<file path="config.mk">
export PLATFORM = sky130hd
export DESIGN_NAME = game_control
export DESIGN_NICKNAME = d
export VERILOG_FILES = /design/src/rtl/game_control.sv
export SDC_FILE = /design/constraint.sdc
export NUM_CORES = 1
export LEC_CHECK = 0
export CORE_ASPECT_RATIO = 0.5
export CORE_UTILIZATION = 30
export DETAILED_ROUTE_END_ITERATION = 7
export DONT_BUFFER_PORTS = 1
export PLACE_DENSITY = 0.56
export SLEW_MARGIN = 40
export SYNTH_ARGS = -nofsm -noshare
export SYNTH_HDL_FRONTEND = slang
export SYNTH_SLANG_ARGS = --single-unit
</file>
<file path="constraint.sdc">
create_clock -name clk -period 2.55 [get_ports clk]
set_clock_uncertainty 0.2 [all_clocks]
set_input_delay 0 -clock clk [delete_from_list [all_inputs] [get_ports clk]]
set_output_delay 0 -clock clk [all_outputs]
set_load 0.005 [all_outputs]
</file>
<file path="src/rtl/game_control.sv">
// -----------------------------------------------------------------------------
// game_control
//
// Frame sequencer for a flappy-bird style game. Walks the drawing datapath
// through draw / wait / clear / update / check phases once per video frame,
// latches flap key presses until the next position update consumes them, and
// keeps the score (walls passed, saturating at 255).
//
// Parameters
//   FRAME_TICKS  clk cycles per game frame (2..1048575)
//   FLAP_HOLD    frames a flap press stays latched without being consumed (>=1)
//
// Ports
//   clk            system clock, everything on its rising edge
//   reset          synchronous, active-high reset
//   start          level, begins play from IDLE or GAME_OVER
//   flap           level, synchronised key press (rising edge is a flap)
//   finished_draw  one-cycle pulse, current rectangle complete
//   collision      level, bird overlaps wall or screen edge
//   wall_wrap      level, wall respawned at the right edge this update
//   pause          (GAME_CONTROL_PAUSE_EN only) rising edge toggles pause
//   cur_state      4-bit state code to the drawing datapath
//   erase          high in the CLEAR_* states (background colour)
//   update_en      one-cycle pulse while in UPDATE
//   flap_out       valid with update_en, bird moves up this step
//   score          walls passed since start
//   game_over      high while in GAME_OVER
//
// Optional feature: define GAME_CONTROL_PAUSE_EN to add the pause input and a
// pause flag, toggled by a pause rising edge or by a flap rising edge while
// start is held. While paused the frame counter stalls and UPDATE is not
// entered.
// -----------------------------------------------------------------------------
module game_control #(
   parameter int unsigned FRAME_TICKS = 833333,
   parameter int unsigned FLAP_HOLD   = 3
) (
   input  logic       clk,
   input  logic       reset,
   input  logic       start,
   input  logic       flap,
   input  logic       finished_draw,
   input  logic       collision,
   input  logic       wall_wrap,
`ifdef GAME_CONTROL_PAUSE_EN
   input  logic       pause,
`endif
   output logic [3:0] cur_state,
   output logic       erase,
   output logic       update_en,
   output logic       flap_out,
   output logic [7:0] score,
   output logic       game_over
);

   typedef enum logic [3:0] {
      DRAW_BIRD      = 4'd0,
      DRAW_WALL_TOP  = 4'd1,
      DRAW_WALL_BOT  = 4'd2,
      CLEAR_BIRD     = 4'd3,
      CLEAR_WALL_TOP = 4'd4,
      CLEAR_WALL_BOT = 4'd5,
      WAIT_FRAME     = 4'd6,
      UPDATE         = 4'd7,
      CHECK          = 4'd8,
      GAME_OVER      = 4'd9,
      IDLE           = 4'd10
   } state_t;

   localparam logic [19:0] FRAME_LAST = 20'(FRAME_TICKS - 1);
   localparam logic [15:0] HOLD_LAST  = 16'(FLAP_HOLD - 1);

   state_t      state_reg, state_next;
   logic [19:0] frame_cnt_reg;
   logic        flap_d_reg;
   logic        flap_latch_reg;
   logic [15:0] hold_cnt_reg;
   logic        wrap_seen_reg;
   logic [7:0]  score_reg;
   logic        update_en_reg;
   logic        flap_out_reg;

   logic        paused;
   logic        pause_toggle;
   logic        bot_done;
   logic        play_start;
   logic        frame_done;
   logic        flap_rise;
   logic        in_play;
   logic        flap_set;

`ifdef GAME_CONTROL_PAUSE_EN
   logic pause_reg;
   logic pause_d_reg;
   logic bot_done_reg;

   assign pause_toggle = (flap_rise && start) || (pause && !pause_d_reg);
   assign paused       = pause_reg;
   // A finished_draw in CLEAR_WALL_BOT may arrive while paused; remember it so
   // the handshake is not lost and UPDATE follows as soon as play resumes.
   assign bot_done     = finished_draw || bot_done_reg;

   always_ff @(posedge clk) begin
      if (reset) begin
         pause_reg    <= 1'b0;
         pause_d_reg  <= 1'b0;
         bot_done_reg <= 1'b0;
      end else begin
         pause_d_reg <= pause;
         if (pause_toggle)
            pause_reg <= ~pause_reg;
         if (state_reg != CLEAR_WALL_BOT)
            bot_done_reg <= 1'b0;
         else if (finished_draw)
            bot_done_reg <= 1'b1;
      end
   end
`else
   assign pause_toggle = 1'b0;
   assign paused       = 1'b0;
   assign bot_done     = finished_draw;
`endif

   assign flap_rise  = flap && !flap_d_reg;
   // IDLE, GAME_OVER and the illegal codes above them are not play states.
   assign in_play    = (state_reg <= CHECK);
   // A flap edge used to toggle pause is not also a flap request.
   assign flap_set   = flap_rise && in_play && !pause_toggle;
   assign frame_done = (state_reg == WAIT_FRAME) && !paused &&
                       (frame_cnt_reg == FRAME_LAST);

   // Next-state logic
   always_comb begin
      state_next = state_reg;
      play_start = 1'b0;
      case (state_reg)
         IDLE, GAME_OVER: begin
            if (start) begin
               state_next = DRAW_BIRD;
               play_start = 1'b1;
            end
         end
         DRAW_BIRD:      if (finished_draw) state_next = DRAW_WALL_TOP;
         DRAW_WALL_TOP:  if (finished_draw) state_next = DRAW_WALL_BOT;
         DRAW_WALL_BOT:  if (finished_draw) state_next = WAIT_FRAME;
         WAIT_FRAME:     if (frame_done)    state_next = CLEAR_BIRD;
         CLEAR_BIRD:     if (finished_draw) state_next = CLEAR_WALL_TOP;
         CLEAR_WALL_TOP: if (finished_draw) state_next = CLEAR_WALL_BOT;
         CLEAR_WALL_BOT: if (bot_done && !paused) state_next = UPDATE;
         UPDATE:         state_next = CHECK;
         CHECK:          state_next = collision ? GAME_OVER : DRAW_BIRD;
         default:        state_next = IDLE;
      endcase
   end

   // State register, frame counter and registered pulses
   always_ff @(posedge clk) begin
      if (reset) begin
         state_reg     <= IDLE;
         frame_cnt_reg <= '0;
         update_en_reg <= 1'b0;
         flap_out_reg  <= 1'b0;
         flap_d_reg    <= 1'b0;
         wrap_seen_reg <= 1'b0;
      end else begin
         state_reg  <= state_next;
         flap_d_reg <= flap;

         if (state_reg != WAIT_FRAME || frame_done)
            frame_cnt_reg <= '0;
         else if (!paused)
            frame_cnt_reg <= frame_cnt_reg + 20'd1;

         // Both pulses are launched on the edge that enters UPDATE, so they
         // line up with the UPDATE state code. A flap edge on that same edge
         // still makes it into this update.
         update_en_reg <= (state_next == UPDATE);
         flap_out_reg  <= (state_next == UPDATE) && (flap_latch_reg || flap_set);

         if (state_reg == UPDATE)
            wrap_seen_reg <= wall_wrap;
      end
   end

   // Flap latch with frame-based expiry
   always_ff @(posedge clk) begin
      if (reset || play_start) begin
         flap_latch_reg <= 1'b0;
         hold_cnt_reg   <= '0;
      end else if (state_reg == UPDATE) begin
         // Consumed by this update; an edge arriving now belongs to the next.
         flap_latch_reg <= flap_set;
         hold_cnt_reg   <= '0;
      end else if (flap_set) begin
         flap_latch_reg <= 1'b1;
         hold_cnt_reg   <= '0;
      end else if (flap_latch_reg && frame_done) begin
         if (hold_cnt_reg >= HOLD_LAST) begin
            flap_latch_reg <= 1'b0;
            hold_cnt_reg   <= '0;
         end else begin
            hold_cnt_reg <= hold_cnt_reg + 16'd1;
         end
      end
   end

   // Score
   always_ff @(posedge clk) begin
      if (reset || play_start)
         score_reg <= '0;
      else if (state_reg == CHECK && !collision && wrap_seen_reg &&
               score_reg != 8'hFF)
         score_reg <= score_reg + 8'd1;
   end

   assign cur_state = state_reg;
   assign erase     = (state_reg == CLEAR_BIRD) || (state_reg == CLEAR_WALL_TOP) ||
                      (state_reg == CLEAR_WALL_BOT);
   assign game_over = (state_reg == GAME_OVER);
   assign update_en = update_en_reg;
   assign flap_out  = flap_out_reg;
   assign score     = score_reg;

endmodule

</file>
==> results_dict.tcl <==
set metrics [dict create \
    status "complete, no violations" \
    clk_root_buffer_cell "clkbuf_16" \
    critPathMaxFanout 10 \
    post_synth_mux_area_share 0.01139 \
    dp.final_hpwl_mm 3.728 \
    placement.io_buffers 0 \
    pre_cts_ws_ns 0.2803 \
    postSynthRegisterBits 53 \
    initial_core_util 0.3192 \
    post_drt_wl_per_cell_um 12.52 \
    synthesis.area_per_instance_um2 9.059 \
    syn_area_um2 2636 \
    final_area_um2 2919 \
    hold_ws_ns 0.1666 \
    synthesis.instances 291 \
    max-clock-path-buffers 2 \
    synthSimpleGateAreaFrac 0.3194 \
    arrival_ns 2.32 \
    cts_tree "built" \
    drt_first_iter_violations 131 \
    hold_path.class "primary input to flop" \
    synthFlopType "dfxtp_1" \
    antenna_left 0 \
    tightest_slew_ns 0.5176 \
    drive_gt1_frac 0.1067 \
    core_um2 8259 \
    ios 23 \
    synth-edff-count 0 \
    die_height_um 68.29 \
    finalWeightedCongestion 0.7495 \
    num-nets-final 311 \
    setup_repair_after_global_routing_missed_its_margin "no" \
    post_synth_xor_area_fraction 0.08638 \
    irDropWorstVdd_mv 0.2345 \
    p_int_mw 1.261 \
    drc 0 \
    antenna_violations_before_repair 0 \
    critical_path_class "flop to flop" \
    p_comb_frac 0.084 \
    timing.max_cap.violations 0 \
    post_dp_cell_area_um2 2709 \
    area_growth_from_synthesis_to_layout_pct 10.73 \
    post_cts_resize_count 0 \
    timing.setup.tns_ns 0 \
    switching_power_mw 0.3797 \
    achievable-frequency_mhz 438.0 \
    cts_h_tree_depth 2 \
    finalHoldViolations 0 \
    postLayoutSetupSlackWorst_ns 0.2667 \
    yosys.area_share.adder 0.02373 \
    start_kind "flop" \
    min_clock_period_post_route_ns 2.283 \
    synth.yosys.warnings 0 \
    grt_use_total 0.1220 \
    pwr_density_cell_nw_per_um2 562.0 \
    die_area_um2 9189 \
    clkSlewWorstSetupHoldPaths_ns 0.07 \
    max_slew_margin 0.6523 \
    grt_overflow_total 0 \
    worstSkewPairLatency_ns 0.30 \
    antenna_cells 0 \
    num_vias 2022 \
    p_clk_frac 0.399 \
    largest_net_degree_at_the_start_of_global_routing 21 \
    setup.worst_path.end_class "flop" \
    synth_top_family_by_area "simple AND/OR/NAND/NOR gates" \
    postRouteWirelength_mm 5.157 \
    rows 23 \
    grt_first_pass_wirelength_mm 8.521 \
    die_x_um 134.6 \
    seq_area_frac_synth 0.4025 \
    library_cells_used_by_synthesis 46 \
    synth_async_sr_flop_share 0 \
    critPathRequiredTime_ns 2.59 \
    synth_fp_nets 303 \
    leakage_nw 0.9092 \
    dr.pass1.iters 4 \
    largest_reg_flops 20 \
    clock-sinks 53 \
    clock_buffers_created_by_tritoncts 5 \
    finalMaxSlewViolations 0 \
    synth_compound_gate_area_share 0.09824 \
    pwr-share-seq 0.517 \
    fin_crit_sh 0.8954 \
    avgViaCountPerCell 4.908 \
    swShare 0.2314 \
    grt_pass1_vias 1856 \
    finalSetupViolCount 0 \
]
==> Yosys cell counts (5+ instances only) <==
library cell / n / area share
dfxtp_1: 53 / 0.40
nor2_1: 43 / 0.061
nand2_1: 16 / 0.023
nand3_1: 16 / 0.030
a21oi_1: 13 / 0.025
xnor2_1: 13 / 0.043
xor2_1: 13 / 0.043
inv_1: 11 / 0.016
nand4_1: 10 / 0.024
nor2_2: 10 / 0.024
and4_1: 9 / 0.030
nor3_1: 7 / 0.013
nor2b_1: 6 / 0.014
a41oi_1: 5 / 0.017
ha_1: 5 / 0.024
o21ai_0: 5 / 0.0095
==> power groups by stage <==
stage | sequential, mW | combinational, mW | clock, mW
floorplan | 0.866 | 0.118 | 0
global placement | 0.867 | 0.122 | 0
detailed placement | 0.867 | 0.126 | 0
CTS | 0.848 | 0.138 | 0.685
global route | 0.849 | 0.148 | 0.725
finish | 0.848 | 0.138 | 0.655
==> cells in the final DEF, fill, tap and decap left out, drive strengths merged, types with 4 or more instances in the layout <==
cell         instances
nor3                 8
buf                  6
nor2                53
nand2               16
nand3b               4
inv                 11
xnor2               13
a21oi               13
a41oi                5
clkbuf               7
nor4                 5
dlygate4sd3          7
nor2b                7
ha                   5
xor2                13
a31oi                4
o21ai                5
and4                 9
nand3               16
dfxtp               53
nand4               10
==> cell families after synthesis <==
| logic type | Yosys count |
|---|---|
| AOI/OAI and AO/OA | 38 |
| xor gates and xnor gates | 26 |
| adders and majority gates | 5 |
| buffers and inverters | 23 |
| DFF | 53 |
| muxes | 3 |
| and+or+nand+nor | 143 |
==> per-layer routing <==
layer / global-route usage / part of all wire
met1: 0.1345 / 0.47
met2: 0.2118 / 0.48
met3: 0.05111 / 0.029
met4: 0.05337 / 0.016
met5: 0 / 0
==> timing repair <==
item,in CTS,in global routing
hold buffers,7,0
hold endpoints to repair,37,0
buffers inserted,0,0
==> critical path, cell delays in order, from the launching register on <==
cell	delay [ns]
dfxtp_1	0.35
inv_1	0.07
ha_1	0.19
nand4b_4	0.12
nor4b_4	0.34
and4_1	0.46
buf_4	0.24
a41oi_1	0.15
nor2_2	0.10
==> per-stage QoR <==
| step | cells | power (mW) | util |
|---|---|---|---|
| after floorplan | 291 | 0.9840 | - |
| after global placement | 397 | 0.9893 | 0.3280 |
| after detailed placement | 397 | 0.9929 | 0.3280 |
| after CTS | 412 | 1.671 | 0.3534 |
| after global routing | 412 | 1.722 | 0.3534 |
| final | 412 | 1.640 | 0.3534 |
==> path summary, 6_finish.rpt <==
kind	from	endpoint	slack, ns	cells past startpoint
setup reg to reg	frame_cnt_reg[0]	hold_cnt_reg[14]	0.27	8
hold reg to reg	wrap_seen_reg	wrap_seen_reg	0.27	2
hold / removal	flap	flap_d_reg	0.17	2
setup / recovery	frame_cnt_reg[0]	hold_cnt_reg[14]	0.27	8
==> layout make-up <==
cell class | count | area (µm²)
fill | 834 | 5340
multi-input combinational | 215 | 1421
sequential | 53 | 1061
tap | 112 | 140.1
clock buffer | 7 | 132.6
timing repair buffer | 13 | 115.1
inverter | 11 | 41.29
clock inverter | 1 | 7.507
No activity file was read; power rests on OpenSTA's default activity.
